## config.mk

```make
export PLATFORM = sky130hd
export DESIGN_NAME = mc_controller
export DESIGN_NICKNAME = d
export VERILOG_FILES = /design/src/rtl/mc_controller.sv
export SDC_FILE = /design/constraint.sdc
export NUM_CORES = 1
export LEC_CHECK = 0
export ABC_AREA = 0
export ABC_CLOCK_PERIOD_IN_PS = 6100
export CAP_MARGIN = 15
export CORE_MARGIN = 2
export CORE_UTILIZATION = 50
export CTS_CLUSTER_DIAMETER = 60
export CTS_CLUSTER_SIZE = 12
export DETAILED_ROUTE_END_ITERATION = 8
export GPL_ROUTABILITY_DRIVEN = 0
export GPL_TIMING_DRIVEN = 0
export PLACE_DENSITY = 0.83
export RECOVER_POWER = 100
export SLEW_MARGIN = 40
export SYNTH_ARGS = -nofsm -noshare
export SYNTH_HDL_FRONTEND = slang
export SYNTH_SLANG_ARGS = --single-unit
```

## constraint.sdc

```tcl
create_clock -name clk -period 6.1 [get_ports clk]
set_clock_uncertainty 0.2 [all_clocks]
set_input_delay 1.525 -clock clk [delete_from_list [all_inputs] [get_ports clk]]
set_output_delay 1.525 -clock clk [all_outputs]
set_load 0.005 [all_outputs]
```

## src/rtl/mc_controller.sv

```systemverilog
// mc_controller: multicycle MIPS control FSM (Moore) with registered control outputs.
module mc_controller #(
  parameter int ZEXT_LOGIC = 1
) (
  input  logic       clk,
  input  logic       reset,
  input  logic [5:0] op,
  input  logic       zero,
  output logic       iord,
  output logic       irwrite,
  output logic       memwrite,
  output logic       regwrite,
  output logic       regdst,
  output logic       memtoreg,
  output logic       alusrca,
  output logic       branch,
  output logic       branchne,
  output logic       pcwrite,
  output logic       zext,
  output logic       pcen,
  output logic [1:0] alusrcb,
  output logic [1:0] pcsrc,
  output logic [2:0] aluop,
  output logic [3:0] state
);
  typedef enum logic [3:0] {
    FETCH   = 4'd0,
    DECODE  = 4'd1,
    MEMADR  = 4'd2,
    MEMRD   = 4'd3,
    MEMWB   = 4'd4,
    MEMWR   = 4'd5,
    RTYPEEX = 4'd6,
    RTYPEWB = 4'd7,
    BEQEX   = 4'd8,
    ADDIEX  = 4'd9,
    IMMWB   = 4'd10,
    JEX     = 4'd11,
    BNEEX   = 4'd12,
    ANDIEX  = 4'd13,
    ORIEX   = 4'd14,
    SLTIEX  = 4'd15
  } state_t;
  typedef struct packed {
    logic       iord;
    logic       irwrite;
    logic       memwrite;
    logic       regwrite;
    logic       regdst;
    logic       memtoreg;
    logic       alusrca;
    logic       branch;
    logic       branchne;
    logic       pcwrite;
    logic       zext;
    logic [1:0] alusrcb;
    logic [1:0] pcsrc;
    logic [2:0] aluop;
  } ctrl_t;
  state_t state_q, state_d;
  ctrl_t  ctrl_q;
  function automatic ctrl_t decode(state_t s);
    ctrl_t c;
    c = '0;
    case (s)
      FETCH:   begin c.alusrcb = 2'b01; c.irwrite = 1'b1; c.pcwrite = 1'b1; end
      DECODE:  c.alusrcb = 2'b11;
      MEMADR:  begin c.alusrca = 1'b1; c.alusrcb = 2'b10; end
      MEMRD:   c.iord = 1'b1;
      MEMWB:   begin c.memtoreg = 1'b1; c.regwrite = 1'b1; end
      MEMWR:   begin c.iord = 1'b1; c.memwrite = 1'b1; end
      RTYPEEX: begin c.alusrca = 1'b1; c.aluop = 3'b010; end
      RTYPEWB: begin c.regdst = 1'b1; c.regwrite = 1'b1; end
      BEQEX:   begin c.alusrca = 1'b1; c.aluop = 3'b001; c.pcsrc = 2'b01; c.branch = 1'b1; end
      BNEEX:   begin c.alusrca = 1'b1; c.aluop = 3'b001; c.pcsrc = 2'b01; c.branchne = 1'b1; end
      ADDIEX:  begin c.alusrca = 1'b1; c.alusrcb = 2'b10; end
      ANDIEX:  begin c.alusrca = 1'b1; c.alusrcb = 2'b10; c.aluop = 3'b100; c.zext = (ZEXT_LOGIC != 0); end
      ORIEX:   begin c.alusrca = 1'b1; c.alusrcb = 2'b10; c.aluop = 3'b011; c.zext = (ZEXT_LOGIC != 0); end
      SLTIEX:  begin c.alusrca = 1'b1; c.alusrcb = 2'b10; c.aluop = 3'b101; end
      IMMWB:   c.regwrite = 1'b1;
      JEX:     begin c.pcsrc = 2'b10; c.pcwrite = 1'b1; end
      default: c = '0;
    endcase
    return c;
  endfunction
  always_comb begin
    state_d = FETCH;
    case (state_q)
      FETCH: state_d = DECODE;
      DECODE:
        case (op)
          6'b100011, 6'b101011: state_d = MEMADR;
          6'b000000:            state_d = RTYPEEX;
          6'b000100:            state_d = BEQEX;
          6'b000101:            state_d = BNEEX;
          6'b001000:            state_d = ADDIEX;
          6'b001100:            state_d = ANDIEX;
          6'b001101:            state_d = ORIEX;
          6'b001010:            state_d = SLTIEX;
          6'b000010:            state_d = JEX;
          default:              state_d = FETCH;
        endcase
      MEMADR:                         state_d = (op == 6'b100011) ? MEMRD : MEMWR;
      MEMRD:                          state_d = MEMWB;
      RTYPEEX:                        state_d = RTYPEWB;
      ADDIEX, ANDIEX, ORIEX, SLTIEX:  state_d = IMMWB;
      default:                        state_d = FETCH;
    endcase
  end
  // Outputs are registered from the next state so they line up with state_q.
  always_ff @(posedge clk or posedge reset) begin
    if (reset) begin
      state_q <= FETCH;
      ctrl_q  <= decode(FETCH);
    end else begin
      state_q <= state_d;
      ctrl_q  <= decode(state_d);
    end
  end
  // FETCH strobes are held off while reset is high; everything else already idles.
  assign irwrite  = ctrl_q.irwrite & ~reset;
  assign pcwrite  = ctrl_q.pcwrite & ~reset;
  assign iord     = ctrl_q.iord;
  assign memwrite = ctrl_q.memwrite;
  assign regwrite = ctrl_q.regwrite;
  assign regdst   = ctrl_q.regdst;
  assign memtoreg = ctrl_q.memtoreg;
  assign alusrca  = ctrl_q.alusrca;
  assign branch   = ctrl_q.branch;
  assign branchne = ctrl_q.branchne;
  assign zext     = ctrl_q.zext;
  assign alusrcb  = ctrl_q.alusrcb;
  assign pcsrc    = ctrl_q.pcsrc;
  assign aluop    = ctrl_q.aluop;
  assign pcen     = pcwrite | (branch & zero) | (branchne & ~zero);
  assign state    = state_q;
endmodule

```

==> results of run 1 <==
==> worst min-delay path by stage <==
stage,from,to
after floorplan,state[1],memtoreg
after global placement,state[1],memtoreg
after detailed placement,state[1],memtoreg
after CTS,state[1],memtoreg
after global routing,state[1],memtoreg
final,state[1],memtoreg
==> cell usage after synthesis (all sizes together), types with 2 or more instances <==
cell type / n / share of area
a21oi: 6 / 0.026
nor4b: 2 / 0.021
dfrtp: 19 / 0.41
or4: 2 / 0.013
a211oi: 2 / 0.013
o21ai: 4 / 0.017
inv: 4 / 0.013
nand2: 7 / 0.023
or2b: 2 / 0.013
nor2b: 4 / 0.022
nor3b: 2 / 0.017
or3: 2 / 0.011
clkbuf: 3 / 0.0098
nor2: 10 / 0.033
buf: 9 / 0.054
nand2b: 5 / 0.027
and3: 2 / 0.011
nor3: 5 / 0.026
dfstp: 3 / 0.068
o31ai: 2 / 0.017
==> cells by family after synthesis <==
family,synth area share
compound gates,0.155
xor+xnor,0.00759
buf+inv,0.0845
flops,0.480
mux,0.00975
simple gates,0.263
==> cell type report <==
type                       instances  area (µm²)
sequential                        22         554
inverter                           5        20.0
buffer                            12        71.3
clock buffer                       4        36.3
multi-input combinational         76         482
tap                               28        35.0
timing repair buffer              31         310
fill                             180         682
==> state kept, by name, indices dropped and copies added (netlist names) <==
signal,count
branchne,1
regwrite,1
state,4
alusrcb,2
branch,1
aluop,3
pcsrc,2
alusrca,1
iord,1
ctrl_q,2
memwrite,1
memtoreg,1
zext,1
regdst,1
==> worst reg2reg max path, delay by kind of cell (launching register included) <==
family,cells,cell delay (ns)
flip-flops,1,0.35
buffers and inverters,1,0.35
AO/OA/AOI/OAI,3,0.79
AND/OR/NAND/NOR,2,0.67
==> power breakdown <==
part,switching [mW],internal [mW],leakage [nW]
clock,0.0401,0.0364,0.0210
sequential,0.0115,0.183,0.290
combinational,0.106,0.105,0.408
==> stage by stage <==
stage / power (mW) / cells / worst slack (ns) / utilization / cell area (µm²)
2_1_floorplan: 0.340 / 115 / 2.54 / - / 1150
3_3_place_gp: 0.427 / 174 / 1.59 / 0.685 / 1500
3_5_place_dp: 0.435 / 174 / 1.55 / 0.685 / 1500
4_1_cts: 0.511 / 178 / 1.55 / 0.701 / 1540
5_1_grt: 0.516 / 178 / 1.31 / 0.689 / 1510
6_report: 0.482 / 178 / 1.36 / 0.689 / 1510
==> per-layer routing <==
metal	track usage	part of all wire	up-vias
li1	-	-	468
met3	0.0144	0.039	4
met1	0.212	0.43	444
met5	0	0	-
met4	0.0526	0.012	0
met2	0.333	0.52	23
==> results.sh, run 1 <==
export IMPL_cp_max_fo=3
export IMPL_synth_ff_type="dfrtp_1"
export IMPL_cp_depth=4
export IMPL_relSlewSlack=0.477
export IMPL_vias=939
export IMPL_cpMostUsedCell="dlygate4sd3_1"
export IMPL_dieArea_um2=2710
export IMPL_final_common_cell="dlygate4sd3_1"
export IMPL_drive_gt1_frac=0.120
export IMPL_crit_path_end="pcen"
export IMPL_dpl_hpwl_um=1740
export IMPL_initial_utilization=0.527
export IMPL_path_delay_family="buffers and inverters"
export IMPL_synth_area_per_cell_um2=10.0
export IMPL_finalHoldViolCount=0
export IMPL_critical_path_cell_chain="dlygate4sd3_1 > nor2b_1 > a211o_1 > dlygate4sd3_1"
export IMPL_core_area_um2=2190
export IMPL_wl_um=2160
export IMPL_tightestPinTransition_ns=0.784
export IMPL_start_kind="input port"
export IMPL_cts_tree="built"
export IMPL_critical_path_max_stage_delay_ns=0.59
export IMPL_layout_common_cells="26 x dlygate4sd3_1, 19 x dfrtp_1, 10 x nor2_1"
export IMPL_antenna_found_initial=0
export IMPL_grt_pass1_vias=884
export IMPL_clkLatencyLatePin_ns=0.30
export IMPL_r2r_cells=6
export IMPL_ctsHtreeMaxLevel=1
export IMPL_rows=17
export IMPL_drc=0
export IMPL_clock_sinks=22
export IMPL_grt_max_degree=23
export IMPL_grt_pass1_wl_um=3620
export IMPL_synth_edf_count=0
export IMPL_path_clk_slew_ns=0.10
export IMPL_first_iter_violations=12
export IMPL_timing_rr_start="state[0]"
export IMPL_post_route_period_util=0.778
export IMPL_critPathLaunch="reset"
export IMPL_ctsLongestPathBuffers=2
export IMPL_reg2reg_to="alusrca"
export IMPL_peakVddDrop_mv=0.182
export IMPL_antenna_cells=0
export IMPL_grt_overflow_total=0
export IMPL_post_drt_wl_per_cell_um=12.1
export IMPL_holdPathStages=1
export IMPL_syn_nets=124
export IMPL_p_leak_nw=0.720
export IMPL_p_per_area_nw_per_um2=319
export IMPL_fp_dieW_um=52.1
export IMPL_fmax_ghz=0.211
export IMPL_final_nets=160
export IMPL_run_status="finished clean"
export IMPL_max_cap_viol_count=0
export IMPL_grt_setup_unrepaired="false"
export IMPL_r2r_slack_ns=3.61
export IMPL_crit_arrival_ns=3.02
export IMPL_async_flop_share=1.00
export IMPL_fin_tns_setup_ns=0
export IMPL_slew_violations=0
export IMPL_ys_warn_count=0
export IMPL_ys_types=45
export IMPL_min_path_type="reg2reg"
export IMPL_grtUsageTotal=0.177
export IMPL_finalSetupViolCount=0
export IMPL_ioPinCount=32
export IMPL_worst_path_buf_inv=2
export IMPL_hold_ws_ns=0.494
export IMPL_io_buffers=31
export IMPL_drt_antenna_violating_nets=0
export IMPL_syn_to_final_growth_pct=30.7
export IMPL_fin_crit_ns=4.74
export IMPL_die_h_um=52.1
export IMPL_ys_seq_elements=22
export IMPL_required_ns=4.38
export IMPL_endpoint_kind="output pin"
export IMPL_cts_buffers=3
export IMPL_dr_pass1_iters=4
export IMPL_vias_per_cell=5.28
export IMPL_netlist_area_um2=1150
export IMPL_cts_hold_buf=0
export IMPL_cts_resized=0
export IMPL_root_buffer="clkbuf_4"
export IMPL_syn_inst=115
export IMPL_postCtsSetupRepairBufs=0
export IMPL_crit_type="in2out"
export IMPL_cpMaxStageDelayCell="dlygate4sd3_1"
export IMPL_yosysSeqAreaShare=0.480
No activity file was read; power rests on OpenSTA's default activity.
==> inputs of run 2 (changes only) <==
ABC_CLOCK_PERIOD_IN_PS = 4800   (was 6100)
CORE_UTILIZATION = 47   (was 50)
PLACE_DENSITY = 0.79   (was 0.83)
clock period = 4.8 ns   (was 6.1 ns; I/O delays follow)
==> run 2 against run 1 <==
Effect of this change: register-to-register slack worse by 1.4 ns; total power up 29%; die area rose by 5.9%; final cell count unchanged; largest power group unchanged; count of clock-buffer cells in the layout did not move; design area grew 0.41%; via count rose by 6.3%; setup slack got worse by 0.61 ns.
==> results.sh, run 2 (synthesized netlist as in run 1, its figures left out) <==
export IMPL_run_status="finished clean"
export IMPL_clkLatencyLatePin_ns=0.31
export IMPL_path_clk_slew_ns=0.11
export IMPL_swShare=0.330
export IMPL_crit_type="in2out"
export IMPL_min_path_type="reg2reg"
export IMPL_grt_overflow_total=0
export IMPL_fmax_ghz=0.246
export IMPL_grt_pass1_vias=922
export IMPL_slew_violations=0
export IMPL_drive_gt1_frac=0.127
export IMPL_hold_end="memtoreg"
export IMPL_placed_cell_area_um2=1500
export IMPL_grt_pass1_wl_um=3800
export IMPL_vias_per_cell=5.61
export IMPL_endpoint_kind="output pin"
export IMPL_cts_tree="built"
export IMPL_r2r_slack_ns=2.25
export IMPL_dr_pass1_iters=4
export IMPL_r2r_cells=6
export IMPL_layout_common_cells="26 x dlygate4sd3_1, 19 x dfrtp_1, 10 x nor2_1"
export IMPL_clock_sinks=22
export IMPL_syn_to_final_growth_pct=31.2
export IMPL_first_iter_violations=22
export IMPL_final_nets=160
export IMPL_drt_antenna_violating_nets=0
export IMPL_root_buffer="clkbuf_4"
export IMPL_grt_max_degree=23
export IMPL_design_area_um2=1520
export IMPL_die_h_um=53.6
export IMPL_timing_rr_start="state[0]"
export IMPL_postCtsSetupRepairBufs=0
export IMPL_initial_utilization=0.507
export IMPL_dieArea_um2=2870
export IMPL_reg2reg_to="alusrca"
export IMPL_grt_setup_unrepaired="false"
export IMPL_crit_arrival_ns=2.66
export IMPL_core_area_um2=2280
export IMPL_min_from="state[1]"
export IMPL_vias=998
export IMPL_cts_buffers=3
export IMPL_p_leak_nw=0.726
export IMPL_peakVddDrop_mv=0.218
export IMPL_fin_tns_setup_ns=0
export IMPL_io_buffers=31
export IMPL_rows=17
export IMPL_cts_hold_buf=0
export IMPL_p_int_mw=0.416
export IMPL_ioPinCount=32
export IMPL_required_ns=3.40
export IMPL_grtUsageTotal=0.187
export IMPL_antenna_found_initial=0
export IMPL_p_per_area_nw_per_um2=409
export IMPL_tightestPinTransition_ns=0.760
export IMPL_holdPathStages=1
export IMPL_ctsLongestPathBuffers=2
export IMPL_pre_cts_ws_ns=0.942
export IMPL_final_common_cell="dlygate4sd3_1"
export IMPL_post_drt_wl_per_cell_um=13.0
export IMPL_fp_dieW_um=53.6
export IMPL_wl_um=2310
export IMPL_relSlewSlack=0.493
export IMPL_dpl_hpwl_um=1810
export IMPL_clkPwrFrac=0.161
export IMPL_combPwrFrac=0.439
export IMPL_drc=0
export IMPL_max_cap_viol_count=0
export IMPL_largest_register_ff_count=4
export IMPL_fin_util=0.666
export IMPL_antenna_cells=0
export IMPL_p_seq_frac=0.400
export IMPL_hold_ws_ns=0.505
export IMPL_cp_max_fo=3
export IMPL_start_kind="input port"
export IMPL_ctsHtreeMaxLevel=1
export IMPL_worst_slack_ns=0.743
export IMPL_post_route_period_util=0.845
export IMPL_finalHoldViolCount=0
export IMPL_finalSetupViolCount=0
export IMPL_p_switching_mw=0.205
export IMPL_fin_crit_ns=4.06
export IMPL_cts_resized=0
-- run 2: changes by cell type in the layout (fill, tap and decap cells not counted), sizes merged --
cell and delta:
clkinv -1, inv +1
-- run 2: worst max-delay path by stage --
stage                      from  endpoint  slack [ns]  depth (start not counted)
after floorplan           reset      pcen        1.89                          2
after detailed placement  reset      pcen        0.94                          4
after CTS                 reset      pcen        0.93                          4
after global routing      reset      pcen        0.69                          4
final                     reset      pcen        0.74                          4
after global placement    reset      pcen        0.94                          4
-- run 2: power groups by stage --
stage / Sequential [mW] / Combinational [mW] / Clock, mW
after floorplan: 0.251 / 0.181 / 0
after global placement: 0.251 / 0.293 / 0
after detailed placement: 0.253 / 0.299 / 0
after CTS: 0.250 / 0.300 / 0.101
after global routing: 0.253 / 0.306 / 0.109
final: 0.248 / 0.272 / 0.0996
-- run 2: final cells by class --
type / count / area [µm²]
clock buffer: 4 / 36.3
tap: 28 / 35.0
fill: 205 / 761
multi-input combinational: 76 / 488
timing repair buffer: 31 / 310
buffer: 12 / 71.3
inverter: 5 / 20.0
sequential: 22 / 554
-- run 2: metal layers --
metal,track usage,wire length (µm)
met5,0,0
met4,0.124,53
met3,0.0250,119
met2,0.342,1220
met1,0.199,919
-- run 2: stage by stage --
stage	instances	power (mW)
after CTS	178	0.651
final	178	0.620
after global placement	174	0.544
after detailed placement	174	0.552
after floorplan	115	0.432
after global routing	178	0.669
-- run 2: critical path: stages --
cell and delay (ns):
dlygate4sd3_1 0.57, nor2b_1 0.07, a211o_1 0.25, dlygate4sd3_1 0.57
